$ cat src/rtl/riscv_pkg.sv
// Opcode constants and fetch state encoding shared by fetch, imem and decoder.
package riscv_pkg;

  localparam logic [6:0] OP_NOP    = 7'b0000000;
  localparam logic [6:0] OP_BRANCH = 7'b1100011;
  localparam logic [6:0] OP_LOAD   = 7'b0000011;
  localparam logic [6:0] OP_STORE  = 7'b0100011;
  localparam logic [6:0] OP_OP     = 7'b0110011;
  localparam logic [6:0] OP_IMM    = 7'b0010011;

  typedef enum logic [2:0] {
    ST_IDLE     = 3'd0,
    ST_FILL     = 3'd1,
    ST_RUN      = 3'd2,
    ST_MEM_HOLD = 3'd3,
    ST_HALT     = 3'd4
  } fetch_state_t;

  // Loads and stores both stall the sequencer for the memory wait.
  function automatic logic is_mem_op(input logic [6:0] op);
    return (op == OP_LOAD) || (op == OP_STORE);
  endfunction

endpackage

$ cat src/rtl/fetch_pc_unit_if.sv
// Fetch <-> instruction memory / decoder bundle.
interface fetch_pc_unit_if #(
  parameter int unsigned WIDTH = 32
);
  logic [6:0]       opcode;
  logic             branch_taken;
  logic [WIDTH-1:0] imm_b;
  logic [WIDTH-1:0] pc;
  logic [WIDTH-1:0] offset;
  logic             halted;
  logic             fault;
  logic [WIDTH-1:0] retired;

  modport master (
    output opcode, branch_taken, imm_b,
    input  pc, offset, halted, fault, retired
  );

  modport slave (
    input  opcode, branch_taken, imm_b,
    output pc, offset, halted, fault, retired
  );
endinterface

$ cat src/rtl/fetch_pc_unit.sv
// Program-counter sequencer: sequential advance, branch redirect with refill,
// load/store hold and halt on NO-OP or end of program.
module fetch_pc_unit
  import riscv_pkg::*;
#(
  parameter int unsigned       WIDTH    = 32,
  parameter logic [WIDTH-1:0]  RESET_PC = '0,
  parameter int unsigned       NUM_INST = 18,
  parameter int unsigned       FILL     = 2,
  parameter int unsigned       MEM_WAIT = 1
) (
  input  logic             clk,
  input  logic             rst,
  fetch_pc_unit_if.slave   bus
);

  localparam int unsigned W1  = WIDTH + 1;
  localparam int unsigned FCW = (FILL < 2) ? 2 : $clog2(FILL + 1);
  localparam int unsigned WCW = (MEM_WAIT < 2) ? 2 : $clog2(MEM_WAIT + 1);
  localparam logic [W1-1:0] LAST_PC = W1'(RESET_PC) + W1'(4 * (NUM_INST - 1));

  fetch_state_t     state, state_n;
  logic [WIDTH-1:0] pc_q, pc_n;
  logic [WIDTH-1:0] offset_q, offset_n;
  logic [WIDTH-1:0] retired_q, retired_n;
  logic             halted_q, halted_n;
  logic             fault_q, fault_n;
  logic [FCW-1:0]   fill_cnt, fill_n;
  logic [WCW-1:0]   wait_cnt, wait_n;

  logic [W1-1:0]    seq_pc_w;
  logic             seq_oob;
  logic [WIDTH-1:0] target;
  logic             tgt_bad;

  // Next-PC candidates; range checks done one bit wider to catch wrap.
  assign seq_pc_w = {1'b0, pc_q} + W1'(4);
  assign seq_oob  = seq_pc_w > LAST_PC;
  assign target   = pc_q + bus.imm_b;
  assign tgt_bad  = (target[1:0] != 2'b00) || (target < RESET_PC) ||
                    ({1'b0, target} > LAST_PC);

  // State and registered outputs.
  always_ff @(posedge clk) begin
    if (rst) begin
      state     <= ST_IDLE;
      pc_q      <= RESET_PC;
      offset_q  <= '0;
      retired_q <= '0;
      halted_q  <= 1'b0;
      fault_q   <= 1'b0;
      fill_cnt  <= '0;
      wait_cnt  <= '0;
    end else begin
      state     <= state_n;
      pc_q      <= pc_n;
      offset_q  <= offset_n;
      retired_q <= retired_n;
      halted_q  <= halted_n;
      fault_q   <= fault_n;
      fill_cnt  <= fill_n;
      wait_cnt  <= wait_n;
    end
  end

  // Next-state and next-output decision.
  always_comb begin
    state_n   = state;
    pc_n      = pc_q;
    offset_n  = '0;
    retired_n = retired_q;
    halted_n  = halted_q;
    fault_n   = fault_q;
    fill_n    = fill_cnt;
    wait_n    = wait_cnt;
    case (state)
      ST_IDLE: begin
        state_n = ST_FILL;
        fill_n  = FCW'(FILL);
      end
      ST_FILL: begin
        if (fill_cnt <= FCW'(1)) begin
          fill_n  = '0;
          state_n = ST_RUN;
        end else begin
          fill_n = fill_cnt - FCW'(1);
        end
      end
      ST_RUN: begin
        if (bus.opcode == OP_NOP) begin
          state_n  = ST_HALT;
          halted_n = 1'b1;
        end else if ((bus.opcode == OP_BRANCH) && bus.branch_taken) begin
          if (tgt_bad) begin
            state_n  = ST_HALT;
            halted_n = 1'b1;
            fault_n  = 1'b1;
          end else begin
            pc_n      = target;
            offset_n  = bus.imm_b;
            retired_n = retired_q + WIDTH'(1);
            fill_n    = FCW'(FILL);
            state_n   = ST_FILL;
          end
        end else if (is_mem_op(bus.opcode)) begin
          retired_n = retired_q + WIDTH'(1);
          wait_n    = WCW'(MEM_WAIT);
          state_n   = ST_MEM_HOLD;
        end else begin
          retired_n = retired_q + WIDTH'(1);
          if (seq_oob) begin
            state_n  = ST_HALT;
            halted_n = 1'b1;
          end else begin
            pc_n    = seq_pc_w[WIDTH-1:0];
            fill_n  = FCW'(FILL);
            state_n = ST_FILL;
          end
        end
      end
      ST_MEM_HOLD: begin
        if (wait_cnt <= WCW'(1)) begin
          wait_n = '0;
          if (seq_oob) begin
            state_n  = ST_HALT;
            halted_n = 1'b1;
          end else begin
            pc_n    = seq_pc_w[WIDTH-1:0];
            fill_n  = FCW'(FILL);
            state_n = ST_FILL;
          end
        end else begin
          wait_n = wait_cnt - WCW'(1);
        end
      end
      ST_HALT: begin
        offset_n = offset_q;
      end
      default: begin
        state_n = ST_IDLE;
      end
    endcase
  end

  assign bus.pc      = pc_q;
  assign bus.offset  = offset_q;
  assign bus.retired = retired_q;
  assign bus.halted  = halted_q;
  assign bus.fault   = fault_q;

endmodule

$ cat src/flat_wrapper.sv
// flat-port wrapper written by rule: the top's interface ports become plain ports
module fetch_pc_unit_flat import riscv_pkg::*;
#(
  parameter int unsigned       WIDTH    = 32,
  parameter logic [WIDTH-1:0]  RESET_PC = '0,
  parameter int unsigned       NUM_INST = 18,
  parameter int unsigned       FILL     = 2,
  parameter int unsigned       MEM_WAIT = 1
)
  (clk, rst, bus_opcode, bus_branch_taken, bus_imm_b, bus_pc, bus_offset, bus_halted, bus_fault, bus_retired);
  fetch_pc_unit_if #(.WIDTH(WIDTH)) bus_i ();
  input  logic clk;
  input  logic rst;
  input wire logic [$bits(bus_i.opcode)-1:0] bus_opcode;
  input wire logic [$bits(bus_i.branch_taken)-1:0] bus_branch_taken;
  input wire logic [$bits(bus_i.imm_b)-1:0] bus_imm_b;
  output wire logic [$bits(bus_i.pc)-1:0] bus_pc;
  output wire logic [$bits(bus_i.offset)-1:0] bus_offset;
  output wire logic [$bits(bus_i.halted)-1:0] bus_halted;
  output wire logic [$bits(bus_i.fault)-1:0] bus_fault;
  output wire logic [$bits(bus_i.retired)-1:0] bus_retired;
  assign bus_i.opcode = bus_opcode;
  assign bus_i.branch_taken = bus_branch_taken;
  assign bus_i.imm_b = bus_imm_b;
  assign bus_pc = bus_i.pc;
  assign bus_offset = bus_i.offset;
  assign bus_halted = bus_i.halted;
  assign bus_fault = bus_i.fault;
  assign bus_retired = bus_i.retired;
  fetch_pc_unit #(.WIDTH(WIDTH), .RESET_PC(RESET_PC), .NUM_INST(NUM_INST), .FILL(FILL), .MEM_WAIT(MEM_WAIT)) u_core (.clk(clk), .rst(rst), .bus(bus_i));
endmodule
$ cat config.mk
export PLATFORM = sky130hd
export DESIGN_NAME = fetch_pc_unit_flat
export DESIGN_NICKNAME = d
export VERILOG_FILES = /design/src/rtl/riscv_pkg.sv /design/src/rtl/fetch_pc_unit_if.sv /design/src/rtl/fetch_pc_unit.sv /design/src/flat_wrapper.sv
export SDC_FILE = /design/constraint.sdc
export NUM_CORES = 1
export LEC_CHECK = 0
export BUFFER_PORTS_ARGS = -buffer_cell sky130_fd_sc_hd__buf_2
export CORE_MARGIN = 3
export CORE_UTILIZATION = 40
export CTS_BUF_LIST = sky130_fd_sc_hd__clkbuf_4 sky130_fd_sc_hd__clkbuf_8
export CTS_CLUSTER_DIAMETER = 80
export DETAILED_ROUTE_END_ITERATION = 8
export PLACE_DENSITY = 0.75
export RECOVER_POWER = 50
export SETUP_SLACK_MARGIN = 0.1
export SLEW_MARGIN = 20
export SYNTH_ARGS = -nofsm -noshare
export SYNTH_HDL_FRONTEND = slang
export SYNTH_SLANG_ARGS = --single-unit
$ cat constraint.sdc
create_clock -name clk -period 4 [get_ports clk]
set_input_delay 0.2 -clock clk [delete_from_list [all_inputs] [get_ports clk]]
set_output_delay 0.2 -clock clk [all_outputs]
set_load 0.005 [all_outputs]
After elaboration in Yosys (flattened, before gate mapping)
Cells that the tools add are included.

storage, ports and cells
  register bits after elaboration = 105
  logic and storage cells = 94
  input bits = 42
  output and inout port bits = 98

cells by class
  eq/ne operators = 17
  reduce and logical (&&, ||, !) cells = 16
  mux-type cells = 41
  bitwise gates (word level) = 2
  $lt $le $gt $ge = 5
  add/sub/neg operators = 5

operators with widths
  kind                                                            count
  2-to-1 mux 32 bit                                               11
  one-hot mux 32 bit (2 select lines)                             2
  adder 32 x 3 -> 33 bit, second input constant                   1
  greater-than comparator 33 x 7 -> 1 bit, second input constant  1
  adder 32 x 1 -> 32 bit, second input constant                   1
  adder 32 bit                                                    1
  greater-than comparator 32 x 7 -> 1 bit, second input constant  1
  less-than comparator 32 x 1 -> 1 bit, second input constant     1
  2-to-1 mux 2 bit                                                11
  2-to-1 mux 3 bit                                                7
  one-hot mux 3 bit (5 select lines)                              1
  AND reduction 4 bit                                             3
  AND reduction 5 bit                                             2
  inequality test 4 x 2 -> 1 bit, second input constant           2
  one-hot mux 2 bit (4 select lines)                              1
  == test 7 x 2 -> 1 bit, second input constant                   1
  == test 7 x 6 -> 1 bit, second input constant                   1
  == test 7 bit, second input constant                            1
  logical NOT 7 bit                                               1
  == test 3 x 2 -> 1 bit, second input constant                   2
  2-to-1 mux 1 bit                                                6
  inequality test 2 x 1 -> 1 bit, second input constant           3
  inequality test 2 bit, second input constant                    3
  AND reduction 3 bit                                             2
  other kinds (14)                                                20

Depth between registers and ports, before layout
  depth in word-level cells = 8
  depth in mapped cells = 16
  gate-level depth less buffers = 13

Worst setup path after synthesis
OpenSTA, ideal clock, no wires.

  path kind = reg-to-reg
  start point = reg u_core.pc_q[0], in the netlist u_core.bus.pc[0]
  end point = reg u_core.retired_q[24], in the netlist u_core.bus.retired[24]
  stages on the path, launching flop included = 16
  setup time = 0.070 ns
  arrival = 3.981 ns
  setup slack = -0.051 ns
  clock period less this slack = 4.051 ns
  data required time = 3.930 ns
  path through = dfxtp_1 -> ha_1 -> fa_1 -> a211oi_4 -> o21ai_2 -> xnor2_1 -> nor2b_1 -> or4_1 -> nor4_2 -> nand4_1 -> or3b_1 -> buf_2 -> o31a_1 -> buf_6 -> or4_1 -> a21oi_1

on the way
  word-level cells in the longest chain between the ends = 6
  elaborated cells between the ends (all ways) = 8
  classes of those cells = add/sub: 1; order compare: 2; eq/ne: 1; reduce/logical: 4

ends and longest elaborated chain
  element                                                                            RTL line             source
  from (decl)                                                                        fetch_pc_unit.sv:23  logic [WIDTH-1:0] pc_q, pc_n;
  from (signal assigned)                                                             fetch_pc_unit.sv:56  pc_q <= pc_n;
  adder 32 bit *                                                                     fetch_pc_unit.sv:39  assign target = pc_q + bus.imm_b;
  less-than comparator 32 x 1 -> 1 bit / nonzero test 2 bit (equally long branches)  fetch_pc_unit.sv:40  assign tgt_bad = (target[1:0] != 2'b00) || (target < RESET_PC) ||
  logical OR 1 bit                                                                   fetch_pc_unit.sv:40
  logical OR 1 bit *                                                                 fetch_pc_unit.sv:40
  inequality test 2 bit (no source line) *                                           --
  AND reduction 3 bit (no source line) *                                             --
  to (signal assigned)                                                               fetch_pc_unit.sv:58  retired_q <= retired_n;
  to (decl)                                                                          fetch_pc_unit.sv:25  logic [WIDTH-1:0] retired_q, retired_n;

Mark *: on every way between the ends. The rest lies on a longest branch, timed or not.
A chain may end at the register's enable or synchronous reset.

Final worst setup path
  start point = reg u_core.pc_q[0], in the netlist u_core.bus.pc[0]
  end point = reg u_core.retired_q[12], in the netlist u_core.bus.retired[12]

Same word-level chain as after synthesis.

==> impl_metrics.csv <==
group,metric,value,unit
worst_setup_path,slowest_stage,"or4_4",
worst_setup_path,worst-path-buf-inv,1,
clocking,cts_made_buffers,9,
synthesis,muxShareOfSynthArea,0.0151,
route,vias,7654,
clocking,root_buffer,"clkbuf_8",
synthesis,synthAdderAreaFrac,0.0647,
worst_setup_path,cp.required,4.34,ns
clocking,htreeDepth,3,
die,die_area,18800,sq um
die,initial_core_util,0.412,
worst_setup_path,reg2reg_from,"u_core.bus.pc[0]",
synthesis,ys_ff_latch,105,
worst_setup_path,endpoint_kind,"flip-flop",
worst_setup_path,cp_cell_sequence,"ha_4, fa_2, a211oi_4, o21ai_4, a21oi_4, xnor2_1, or4_4, nor4_4, nand4_1, or3b_4, o31a_1, buf_6, or4_1, a21oi_1",
sta,setup_viol,0,
die,core,16700,sq um
synthesis,async_reset_ff_frac,0,
sta,fin_worst_skew,0.0270,ns
global_routing,antenna_found_initial,1,
worst_setup_path,slowest_delay,0.54,ns
layout,diodes,0,
sta,grt_setup_unrepaired,"yes",
synthesis,yosysUniqueCellTypes,72,
hold_path,holdPathStages,2,
route,wirelength,23.0,mm
route,drc,0,
hold_path,hp-start,"bus_imm_b[28]",
synthesis,ys.flop_type,"dfxtp_1",
run,cap_viol_max_count,0,
status,status,"complete, no violations",
route,drtAntennaViolNets,0,
placement,port_buffers,139,
global_routing,grt_usage,0.235,
layout,fin_util,0.549,
sta,fmax,251,MHz
worst_setup_path,arrival,4.33,ns
worst_setup_path,cp_max_fo,8,
synthesis,syn_area_per_cell,7.89,sq um
clocking,path_clk_slew,0.12,ns
route,drt_first_pass_iters,5,
sta,post-route-min-period,3.99,ns
layout,fin_nets,1176,
die,ios,140,
worst_setup_path,reg2reg_depth,14,
global_routing,overflow,0,
worst_setup_path,criticalPathCategory,"flip-flop to flip-flop",
power,totalPowerFinal,2130,uW
synthesis,yosys.area_share.simple,0.261,
power,power_density,232,nW/um^2
worst_setup_path,ff2ff_setup_slack,0.008,ns
worst_setup_path,r2r_end,"u_core.bus.retired[12]",
global_routing,grt_max_degree,35,
clocking,cts.path.max_buffers,2,
hold_path,holdPathEnd,"u_core.bus.offset[28]",
power,p_leak,0.00383,uW
global_routing,grt_pass1_vias,6994,
synthesis,synth_top_family_by_area,"compound AO/OA/AOI/OAI gates",
clocking,cts_tree,"done",
placement,dpl.hpwl,17.2,mm
synthesis,yosys_warnings,0,
layout,syn2layout_area_growth,33.3,%
synthesis,synth_compound_area_frac,0.288,
die,rows,47,
die,die_h,137,um
sta,maxSlewViolCount,0,
layout,fillers,1624,
power,peakVddDrop,0.139,mV
worst_setup_path,startpoint,"u_core.bus.pc[0]",
clocking,cts_sinks,105,
route,initialDrtViolationCount,493,
die,fp.dieW,137,um
sta,worstMarginPinSlew,0.664,ns
global_routing,grt_pass1_wl,35.4,mm
sta,hold_viol,0,
placement,place_congestion,1.01,
hold_path,hold_class,"primary input to flip-flop",
sta,slew_headroom,0.555,
synthesis,syn_nets,949,
synthesis,synth_edf_count,0,
synthesis,synth_xor_area_frac,0.0280,
sta,finalCritPeriodShare,0.998,
worst_setup_path,critPathLaunchType,"flip-flop",
synthesis,synthesis.area,6880,sq um
route,avgRoutedWirePerCell,17.4,um
clocking,insertion_delay,0.41,ns
route,vias_per_cell,5.78,
synthesis,ys_seq_area_frac,0.305,
layout,drive_gt1_frac,0.293,
worst_setup_path,crit_family,"simple AND/OR/NAND/NOR gates",
synthesis,postSynthCellCount,872,
-- power breakdown --
group	switching [uW]	total [uW]	internal [uW]
Clock	440	689	249
Combinational	212	372	160
Sequential	13.7	1070	1060
Total	666	2130	1460
-- cell families after synthesis --
group,Yosys count
adder cells (fa/ha/maj),35
multiplexers,10
AO/OA/AOI/OAI,299
buffers and inverters,59
AND/OR/NAND/NOR,342
XOR/XNOR,22
flip-flops,105
-- state kept, by name (all words and copies together), names as in the netlist --
signal	flops
u_core.bus.fault	1
u_core.bus.halted	1
u_core.bus.offset	32
u_core.bus.pc	32
u_core.bus.retired	32
u_core.fill_cnt	2
u_core.state	3
u_core.wait_cnt	2
-- how the worst max path moves through the flow --
stage,end,cells past startpoint,slack [ns]
6_report,u_core.bus.retired[12],14,0.008
5_1_grt,u_core.bus.retired[12],14,-0.18
4_1_cts,u_core.bus.offset[30],15,0.04
3_5_place_dp,u_core.bus.retired[15],14,-0.10
3_3_place_gp,u_core.bus.retired[21],14,-0.12
2_1_floorplan,u_core.bus.retired[24],15,0.09
-- metal layers --
| metal | wire (um) | vias up | global-route usage |
|---|---|---|---|
| li1 | - | 3768 | - |
| met1 | 10200 | 3592 | 0.313 |
| met2 | 10800 | 254 | 0.381 |
| met3 | 1470 | 38 | 0.0530 |
| met4 | 471 | 2 | 0.0660 |
| met5 | 18 | - | 0 |
-- synth_stat cells, drive strengths merged (5+ instances only) --
| master | n | area, sq um |
|---|---|---|
| a31oi | 10 | 62.6 |
| xnor2 | 13 | 114 |
| nand4 | 28 | 175 |
| and2 | 32 | 200 |
| o21bai | 6 | 45.0 |
| ha | 34 | 425 |
| or3 | 22 | 138 |
| nor3 | 26 | 135 |
| and3 | 16 | 100 |
| o22ai | 5 | 31.3 |
| o31ai | 10 | 80.1 |
| mux2i | 7 | 70.1 |
| nand2 | 96 | 360 |
| a31o | 7 | 61.3 |
| nand4b | 10 | 87.6 |
| nand3 | 31 | 155 |
| a211oi | 12 | 108 |
| nor2 | 41 | 154 |
| and4 | 5 | 43.8 |
| a21oi | 88 | 463 |
| a21o | 6 | 45.0 |
| a22o | 32 | 280 |
| o211ai | 9 | 67.6 |
| nor4 | 11 | 75.1 |
| clkbuf | 28 | 105 |
| buf | 16 | 98.8 |
| xor2 | 9 | 78.8 |
| or4 | 7 | 52.6 |
| dfxtp | 105 | 2100 |
| o21ai | 71 | 359 |
| inv | 15 | 56.3 |
| o21a | 5 | 37.5 |
-- what timing repair did --
item | 4_1_cts | 5_1_grt
pin swaps | 11 | 40
gates cloned | 0 | 4
setup endpoints to repair | 97 | 100
hold buffers | 0 | 0
setup buffers | 6 | 6
gates resized for setup | 15 | 86
-- final cells by class --
type,instances,area [sq um],area share
clock inverters,7,85.1,0.00928
repair buffers,260,1710,0.186
clock buffers,9,124,0.0135
flip-flops and latches,105,2100,0.229
well taps,220,275,0.0300
inverters,15,56.3,0.00614
multi-input cells,708,4820,0.525
-- per-stage QoR --
stage	hold slack [ns]	area [sq um]	TNS, ns	setup slack [ns]	std cells
CTS	0.000348	8800	0	0.0445	1314
global route	0.00162	9170	-6.18	-0.180	1324
global placement	0.431	8510	-5.03	-0.122	1292
floorplan	0.326	6920	0	0.0904	872
finish	0.0141	9170	0	0.00800	1324
detailed placement	0.435	8510	-3.39	-0.101	1292
-- layout by cell type, fill, tap and decap left out, types with 30 or more instances in the layout --
| cell | instances |
|---|---|
| nand3_1 | 30 |
| nand2_1 | 95 |
| nor2_1 | 40 |
| buf_4 | 99 |
| a22o_1 | 32 |
| a21oi_1 | 77 |
| clkbuf_1 | 36 |
| o21ai_0 | 55 |
| ha_1 | 33 |
| dfxtp_1 | 104 |
| buf_2 | 103 |
Note: power is estimated with default switching activity, not from simulation.
